--- src/rtl/serial_frame_receiver.sv ---
`default_nettype none
// ============================================================================
// Module      : serial_frame_receiver
// Description : Multi-lane serial-to-parallel frame receiver with a
//               valid/ready holding register, abort and sticky overflow.
// Revision    : 1.0 - initial release
// ============================================================================
module serial_frame_receiver #(
    parameter int  WIDTH     = 16,
    parameter int  NCH       = 2,
    parameter int  MSB_FIRST = 1,
    localparam int CW        = $clog2(WIDTH + 1)
) (
    input  logic                 CLK,
    input  logic                 RST_N,
    input  logic                 enable,
    input  logic [NCH-1:0]       signal_in,
    input  logic                 frame_abort,
    input  logic                 clr_ovf,
    output logic [NCH*WIDTH-1:0] out_data,
    output logic                 out_valid,
    input  logic                 out_ready,
    output logic [CW-1:0]        bit_cnt,
    output logic                 overflow
);

    localparam logic [CW-1:0] c_last_bit = CW'(WIDTH - 1);

    logic [NCH*WIDTH-1:0] r_sr;
    logic [NCH*WIDTH-1:0] w_sr_next;
    logic                 w_accept;
    logic                 w_complete;
    logic                 w_load;
    logic                 w_drop;

    // Next shift-register image; on a completion edge this is the full frame
    for (genvar c = 0; c < NCH; c++) begin : g_lane
        if (MSB_FIRST != 0) begin : g_msb
            assign w_sr_next[c*WIDTH +: WIDTH] =
                {r_sr[c*WIDTH +: WIDTH-1], signal_in[c]};
        end else begin : g_lsb
            assign w_sr_next[c*WIDTH +: WIDTH] =
                {signal_in[c], r_sr[c*WIDTH+1 +: WIDTH-1]};
        end
    end

    assign w_accept   = enable & ~frame_abort;
    assign w_complete = w_accept & (bit_cnt == c_last_bit);
    assign w_load     = w_complete & (~out_valid | out_ready);
    assign w_drop     = w_complete & out_valid & ~out_ready;

    always_ff @(posedge CLK or negedge RST_N) begin
        if (!RST_N) begin
            r_sr      <= '0;
            bit_cnt   <= '0;
            out_data  <= '0;
            out_valid <= 1'b0;
            overflow  <= 1'b0;
        end else begin
            if (frame_abort) begin
                r_sr    <= '0;
                bit_cnt <= '0;
            end else if (enable) begin
                r_sr    <= w_sr_next;
                bit_cnt <= w_complete ? '0 : bit_cnt + CW'(1);
            end

            if (w_load) begin
                out_data  <= w_sr_next;
                out_valid <= 1'b1;
            end else if (out_valid && out_ready) begin
                out_valid <= 1'b0;
            end

            // A dropped frame outranks a simultaneous clear
            if (w_drop) begin
                overflow <= 1'b1;
            end else if (clr_ovf) begin
                overflow <= 1'b0;
            end
        end
    end

endmodule
`default_nettype wire

--- config.mk ---
export PLATFORM = sky130hd
export DESIGN_NAME = serial_frame_receiver
export DESIGN_NICKNAME = d
export VERILOG_FILES = /design/src/rtl/serial_frame_receiver.sv
export SDC_FILE = /design/constraint.sdc
export NUM_CORES = 1
export LEC_CHECK = 0
export CAP_MARGIN = 30
export CORE_UTILIZATION = 44
export DETAILED_ROUTE_END_ITERATION = 6
export GPL_ROUTABILITY_DRIVEN = 0
export PLACE_DENSITY = 0.68
export SYNTH_ARGS = -nofsm -noshare
export SYNTH_HDL_FRONTEND = slang
export SYNTH_SLANG_ARGS = --single-unit
--- constraint.sdc ---
create_clock -name CLK -period 2.2 [get_ports CLK]
set_clock_uncertainty 0.1 [all_clocks]
set_input_delay 0.33 -clock CLK [delete_from_list [all_inputs] [get_ports CLK]]
set_output_delay 0.33 -clock CLK [all_outputs]
set_load 0.005 [all_outputs]
==> metrics.md, run 1 <==
| Metric | Value |
|---|---|
| Core Util, Final | 0.595 |
| Worst R2R Path Depth | 5 |
| CTS clk-pin slew, worst paths | about 0.070 ns |
| Synth warnings | 0 |
| Synth cell types | 23 |
| Status | complete, no violations |
| Yosys reg bits | 69 |
| ANT nets after route | 0 |
| Largest cells by area after synthesis | dfrtp_1 61%, mux2_4 16%, mux2i_1 11%, nor2_1 4.4%, buf_6 1.2% |
| Final Cell Area | 3610 sq um |
| Minimum clock period | around 1.8 ns |
| DRC | 0 |
| Final max-slew violation count | 0 |
| Total power | 2.46 mW |
| Hold Violations, Final | 0 |
| First-pass GRT wire length | 8270 um |
| Chip height | between 80 and 90 um |
| Reg2Reg Setup Slack | a little under 0.4 ns |
| CTS root buf | clkbuf_8 |
| 1st-pass router iterations | 4 |
| Die W | between 80 and 90 um |
| Worst Hold End | bit_cnt[4]$_DFFE_PN0P_ |
| Crit Path Class | reg2reg |
| Gr usage total | 0.171 |
| Initial antenna violation count | 0 |
| Vias in the first global route | 1641 |
| Row Count | 28 |
| HP Class | in2reg |
| PwrDens | 681 nW/um^2 |
| Synth top area share | 0.608 |
| Core area | 6060 sq um |
| Post-route setup TNS | 0 ns |
| Hpwl dp | between 2000 and 3000 um |
| Critical Path RT | between 2 and 2.5 ns |
| CTS Buffer Depth | 2 |
| Crit Reg-Reg Endpoint | out_data[6]$_DFFE_PN0P_ |
| I/O Buffers | 46 |
| Seq/Total Area, Yosys | 0.608 |
| NumNets Final | roughly 260 |
| Share of post-route cells with drive strength above 1 | 0.224 |
| CTS tree | yes |
| Gr ovfl total | 0 |
| Post-Syn Area per Cell | roughly 14 sq um |
| Post-CTS Setup Repair Bufs | 0 |
| Max VDD drop | 681 uV |
| Largest net degree at the start of global routing | 70 |
| Fmax | ~550 MHz |
| Post-Syn Area | 2840 sq um |
| Antenna diodes | 0 |
| Setup crit start kind | flop |
| Worst flop-to-flop path startpoint | bit_cnt[0]$_DFFE_PN0P_ |
| Placed instance area | 3390 sq um |
| WL/cell | 14.8 um |
| Max-Cap Viols | 0 |
| Htree depth | 3 |
| Iter 0 DRT Violations | 97 |
| CTS sink count | 69 |
| DRT Wirelength | slightly below 5000 um |
| Filler cells | 521 |
| Yosys top cell by area | dfrtp_1 |
| CP arrival | 1.94 ns |
| RSZ-0062 raised after global routing | false |
| # setup viols final | 0 |
| Relative slew margins | 0.626 |
| Leakage power | 1.83 nW |
| WHS Path Cells | 3 |
| Number of buffers created by CTS | 9 |
| Die area | 6780 sq um |
| Total number of vias | 1643 |
| Post-Synthesis Cells | 198 |
| Top-level port count | 47 |
| Hold path start | enable |
| Critical path endpoint category | flop |
| Crit path max fanout | 16 |
| Slew @ Worst Pin | 0.561 ns |
| P&R area growth vs syn | 27.0% |
| Clk Latency, worst-skew pair | 0.35 ns |
| Initial core utilization | 0.469 |
| Final critical-path share of the clock period | 0.820 |
| Vias per cell | 4.98 |
| Synth Net Count | roughly 210 |
==> cells in the final DEF, fill, tap and decap left out, drive strengths merged <==
| cell type | count |
|---|---|
| dfrtp | 69 |
| clkdlybuf4s50 | 44 |
| nor2 | 33 |
| mux2 | 33 |
| mux2i | 30 |
| clkbuf | 11 |
| buf | 7 |
| nand2 | 6 |
| o22ai | 2 |
| inv | 2 |
| o21ai | 2 |
| clkinvlp | 2 |
| nand3 | 2 |
| clkinv | 2 |
| and4 | 1 |
| nand2b | 1 |
| nand4b | 1 |
| nand3b | 1 |
| nand4 | 1 |
| xor2 | 1 |
| nor3b | 1 |
| ha | 1 |
| bufinv | 1 |
| dlygate4sd3 | 1 |
==> metal layers <==
layer,up-vias,track usage,wire [um]
met5,-,0,0
met4,0,0.0632,73
met3,12,0.0736,283
met2,44,0.231,2020
met1,808,0.241,2500
li1,779,-,-
==> worst max path at each step <==
stage | startpoint | end | slack, ns | cells past startpoint
2_1_floorplan | bit_cnt[0]$_DFFE_PN0P_ | out_data[0]$_DFFE_PN0P_ | 0.51 | 5
3_3_place_gp | frame_abort | out_data[9]$_DFFE_PN0P_ | 0.31 | 5
3_5_place_dp | frame_abort | out_data[4]$_DFFE_PN0P_ | 0.29 | 5
4_1_cts | bit_cnt[0]$_DFFE_PN0P_ | out_data[6]$_DFFE_PN0P_ | 0.39 | 5
5_1_grt | bit_cnt[0]$_DFFE_PN0P_ | out_data[6]$_DFFE_PN0P_ | 0.33 | 5
6_report | bit_cnt[0]$_DFFE_PN0P_ | out_data[6]$_DFFE_PN0P_ | 0.40 | 5
==> cells by family (layout without fill, tap and decap cells) <==
kind of cell / Yosys count / after routing / share of synthesized area
flip-flops: 69 / 69 / 0.608
AND/OR/NAND/NOR: 47 / 47 / 0.0727
adder cells (fa/ha/maj): 1 / 1 / 0.00440
multiplexers: 63 / 63 / 0.276
AO/OA/AOI/OAI: 4 / 4 / 0.00793
XOR/XNOR: 1 / 1 / 0.00308
buffers and inverters: 13 / 70 / 0.0278
==> sequential cells by signal, indices dropped and copies added, names as in the netlist <==
name and count:
bit_cnt 5, out_data 32, r_sr 30, out_valid 1, overflow 1
==> report_power, final <==
| group | leakage, nW | internal, mW | switching (mW) |
|---|---|---|---|
| sequential | 0.961 | 1.27 | 0.00798 |
| clock | 0.102 | 0.585 | 0.490 |
| combinational | 0.767 | 0.0392 | 0.0610 |
| total | 1.83 | 1.90 | 0.559 |
==> through the flow <==
step,cells,hold WS [ns],setup slack [ns]
finish,330,0.320,0.396
detailed placement,313,0.283,0.293
global route,330,0.324,0.333
global placement,313,0.277,0.306
CTS,330,0.304,0.389
floorplan,198,-0.0656,0.509
==> cells in the mapped netlist (all sizes together) <==
| library cell | count |
|---|---|
| and4 | 1 |
| buf | 7 |
| clkbuf | 4 |
| dfrtp | 69 |
| ha | 1 |
| inv | 2 |
| mux2 | 33 |
| mux2i | 30 |
| nand2 | 6 |
| nand2b | 1 |
| nand3 | 2 |
| nand3b | 1 |
| nand4 | 1 |
| nand4b | 1 |
| nor2 | 33 |
| nor3b | 1 |
| o21ai | 2 |
| o22ai | 2 |
| xor2 | 1 |
==> timing repair <==
action,CTS,global route
hold buffers,1,0
resized for setup,0,0
hold endpoints to repair,69,0
==> worst max-delay path, stage by stage, from the launching register on <==
cell	delay [ns]
dfrtp_1	0.44
ha_1	0.25
and4_1	0.24
nand3_2	0.13
buf_12	0.19
mux2_2	0.34
==> cell type report <==
type / instances / area [sq um] / area share
multi-input cells: 116 / 1030 / 0.287
inverters: 2 / 7.51 / 0.00208
clock inverters: 5 / 58.8 / 0.0163
well taps: 75 / 93.8 / 0.0260
repair buffers: 52 / 536 / 0.148
clock buffers: 11 / 151 / 0.0420
flip-flops and latches: 69 / 1730 / 0.479
Note: power is estimated with default switching activity, not from simulation.
==> run 2, diff against run 1 <==
Clock period 2.2 ns to 1.75 ns, I/O delays scaled along.
==> run 2 against run 1 <==
Critical path depth is 3 lower; utilization is 0.72 points higher; critical path type is now reg2out; clock power hardly changed; combinational power is 36% higher; design area is 1.2% higher; via count is 2.9% higher; die area stayed put; register-to-register slack worse by 0.32 ns.
==> metrics.md, run 2 (synthesis gave the netlist of run 1 again) <==
| Metric | Value |
|---|---|
| Row Count | 28 (unchanged) |
| Number of buffers created by CTS | 9 (unchanged) |
| Worst R2R Path Depth | 5 (unchanged) |
| Final max-slew violation count | 0 (unchanged) |
| Met3 Usage GRT | 0.0505 (was 0.0736) |
| Vias per cell | 4.99 (was 4.98) |
| Total number of vias | 1691 (was 1643) |
| Fmax | 593 MHz |
| Core area | 6060 sq um (unchanged) |
| Slowest CP cell | clkdlybuf4s50_1 (was dfrtp_1) |
| Most frequent cells in the layout | 69 x dfrtp_1, 44 x clkdlybuf4s50_1, 33 x nor2_1 (unchanged) |
| Crit Path Class | reg2out (was reg2reg) |
| HP Class | in2reg (unchanged) |
| WL/cell | 15.0 um (was 14.8 um) |
| Largest register FFs | 32 (unchanged) |
| Critical Path RT | 1.39 ns (was 2.33 ns) |
| Status | complete, no violations (unchanged) |
| First-pass GRT wire length | 8390 um (was 8270 um) |
| CTS Buffer Depth | 2 (unchanged) |
| Gr usage total | 0.171 (about the same) |
| PwrDens | 775 nW/um^2 (was 681 nW/um^2) |
| Reg2Reg Setup Slack | 0.08 ns (was 0.40 ns) |
| 1st-pass router iterations | 4 (unchanged) |
| Iter 0 DRT Violations | 74 (was 97) |
| Clk Latency, worst-skew pair | 0.33 ns (was 0.35 ns) |
| DRT Wirelength | 5100 um (was 4870 um) |
| Die W | 82.3 um (unchanged) |
| RSZ-0062 raised after global routing | false (unchanged) |
| Critical path endpoint category | output port (was flop) |
| Final critical-path share of the clock period | 0.963 |
| Max VDD drop | 472 uV (was 681 uV) |
| Total power | 2.83 mW (was 2.46 mW) |
| Top-level port count | 47 (unchanged) |
| Post-CTS Setup Repair Bufs | 0 (unchanged) |
| P&R area growth vs syn | 28.6% (was 27.0%) |
| Commonest non-fill, non-tap cell in the layout | dfrtp_1 (unchanged) |
| WHS Path Cells | 4 (was 3) |
| Slew @ Worst Pin | 0.367 ns (was 0.561 ns) |
| Largest net degree at the start of global routing | 70 (unchanged) |
| DRC | 0 (unchanged) |
| NumNets Final | 269 (was 259) |
| Worst flop-to-flop path startpoint | bit_cnt[0]$_DFFE_PN0P_ (unchanged) |
| Biggest regs | out_data: 32 flops, r_sr: 30 flops, bit_cnt: 5 flops (unchanged) |
| Worst Hold End | bit_cnt[0]$_DFFE_PN0P_ (was bit_cnt[4]$_DFFE_PN0P_) |
| Final hold slack | 0.198 ns (was 0.320 ns) |
| Hold path start | enable (unchanged) |
| Gr ovfl total | 0 (unchanged) |
| Initial core utilization | 0.469 (unchanged) |
| CTS sink count | 69 (unchanged) |
| Cell Chain, Critical Path | buf_4, clkdlybuf4s50_1 (was ha_1, and4_1, nand3_2, buf_12, mux2_2) |
| Chip height | 82.3 um (unchanged) |
| Biggest cell delay along the critical path | 0.50 ns (was 0.44 ns) |
| Vias in the first global route | 1767 (was 1641) |
| # setup viols final | 0 (unchanged) |
| Core Util, Final | 0.603 (was 0.595) |
| Htree depth | 3 (unchanged) |
| Crit Reg-Reg Endpoint | out_data[7]$_DFFE_PN0P_ (was out_data[6]$_DFFE_PN0P_) |
| Final Cell Area | 3650 sq um (was 3610 sq um) |
| Relative slew margins | 0.756 (was 0.626) |
| Minimum clock period | roughly 1.7 ns |
| CP arrival | 1.32 ns (was 1.94 ns) |
| Setup crit start kind | flop (unchanged) |
| Global route hottest layer | met2 (was met1) |
| Met2 Use GR | 0.250 (was 0.231) |
| Initial antenna violation count | 0 (unchanged) |
| Hpwl dp | 3240 um (was 2990 um) |
| Crit path max fanout | 5 (was 16) |
| Hold Violations, Final | 0 (unchanged) |
| CTS root buf | clkbuf_8 (unchanged) |
| Placed instance area | 3440 sq um (was 3390 sq um) |
| Die area | 6780 sq um (unchanged) |
| CTS tree | yes (unchanged) |
| CTS clk-pin slew, worst paths | 0.07 ns (about the same) |
| Grt met1 use | 0.231 (was 0.241) |
| Most flop-heavy register | out_data (unchanged) |
| WP buf/inv | 2 (was 1) |
| Crit-path leading delay family | buffers and inverters (was flip-flops) |
| Antenna diodes | 0 (unchanged) |
| I/O Buffers | 46 (unchanged) |
| Max-Cap Viols | 0 (unchanged) |
| Share of post-route cells with drive strength above 1 | 0.239 (was 0.224) |
| Leakage power | 1.87 nW (was 1.83 nW) |
| ANT nets after route | 0 (unchanged) |
[run 2: how the worst max path moves through the flow]
stage / startpoint / end / slack [ns] / cells after the start
floorplan: bit_cnt[0]$_DFFE_PN0P_ / out_data[0]$_DFFE_PN0P_ / 0.06 / 5
global placement: frame_abort / out_data[24]$_DFFE_PN0P_ / -0.01 / 5
detailed placement: frame_abort / out_data[29]$_DFFE_PN0P_ / -0.07 / 5
CTS: bit_cnt[2]$_DFFE_PN0P_ / bit_cnt[2] / 0.04 / 2
global route: bit_cnt[1]$_DFFE_PN0P_ / out_data[8]$_DFFE_PN0P_ / 0.009 / 5
finish: bit_cnt[2]$_DFFE_PN0P_ / bit_cnt[2] / 0.06 / 2
[run 2: through the flow]
stage | std cells | setup slack [ns] | setup TNS (ns)
4_1_cts | 338 | 0.0390 | 0
3_5_place_dp | 322 | -0.0673 | -1.41
5_1_grt | 339 | 0.00869 | 0
6_report | 339 | 0.0644 | 0
3_3_place_gp | 322 | -0.0134 | -0.323
2_1_floorplan | 198 | 0.0588 | 0
[run 2: area by class of cell]
type	instances	area (sq um)
Tap cell	75	93.8
Timing Repair Buffer	62	623
Clock buffer	13	149
Multi-Input combinational cell	116	1040
Clock inverter	2	10.0
Sequential cell	69	1730
Fill cell	490	2410
Inverter	2	7.51
[run 2: worst reg2reg max path: cells and delay by family (launching register included)]
family	cells	cell delay (ns)
adders and majority gates	1	0.21
buffers and inverters	1	0.16
muxes	1	0.34
DFF	1	0.38
and+or+nand+nor	2	0.37
[run 2: report_power, final]
part / internal, mW / leakage [nW] / switching (mW) / total [mW]
logic: 0.0555 / 0.824 / 0.0808 / 0.136
registers: 1.60 / 0.961 / 0.00681 / 1.61
clock network: 0.542 / 0.0833 / 0.540 / 1.08
[run 2: what timing repair did]
| item | CTS | global route |
|---|---|---|
| hold endpoints to repair | 69 | 0 |
| resized for setup | 0 | 3 |
| hold buffers | 1 | 0 |
| endpoints found under the setup margin | 0 | 1 |
[run 2: layer usage]
metal  up-vias  share of wire
met5         -              0
met4         0          0.014
met3         7          0.047
met2        41           0.45
met1       846           0.49
li1        797              -
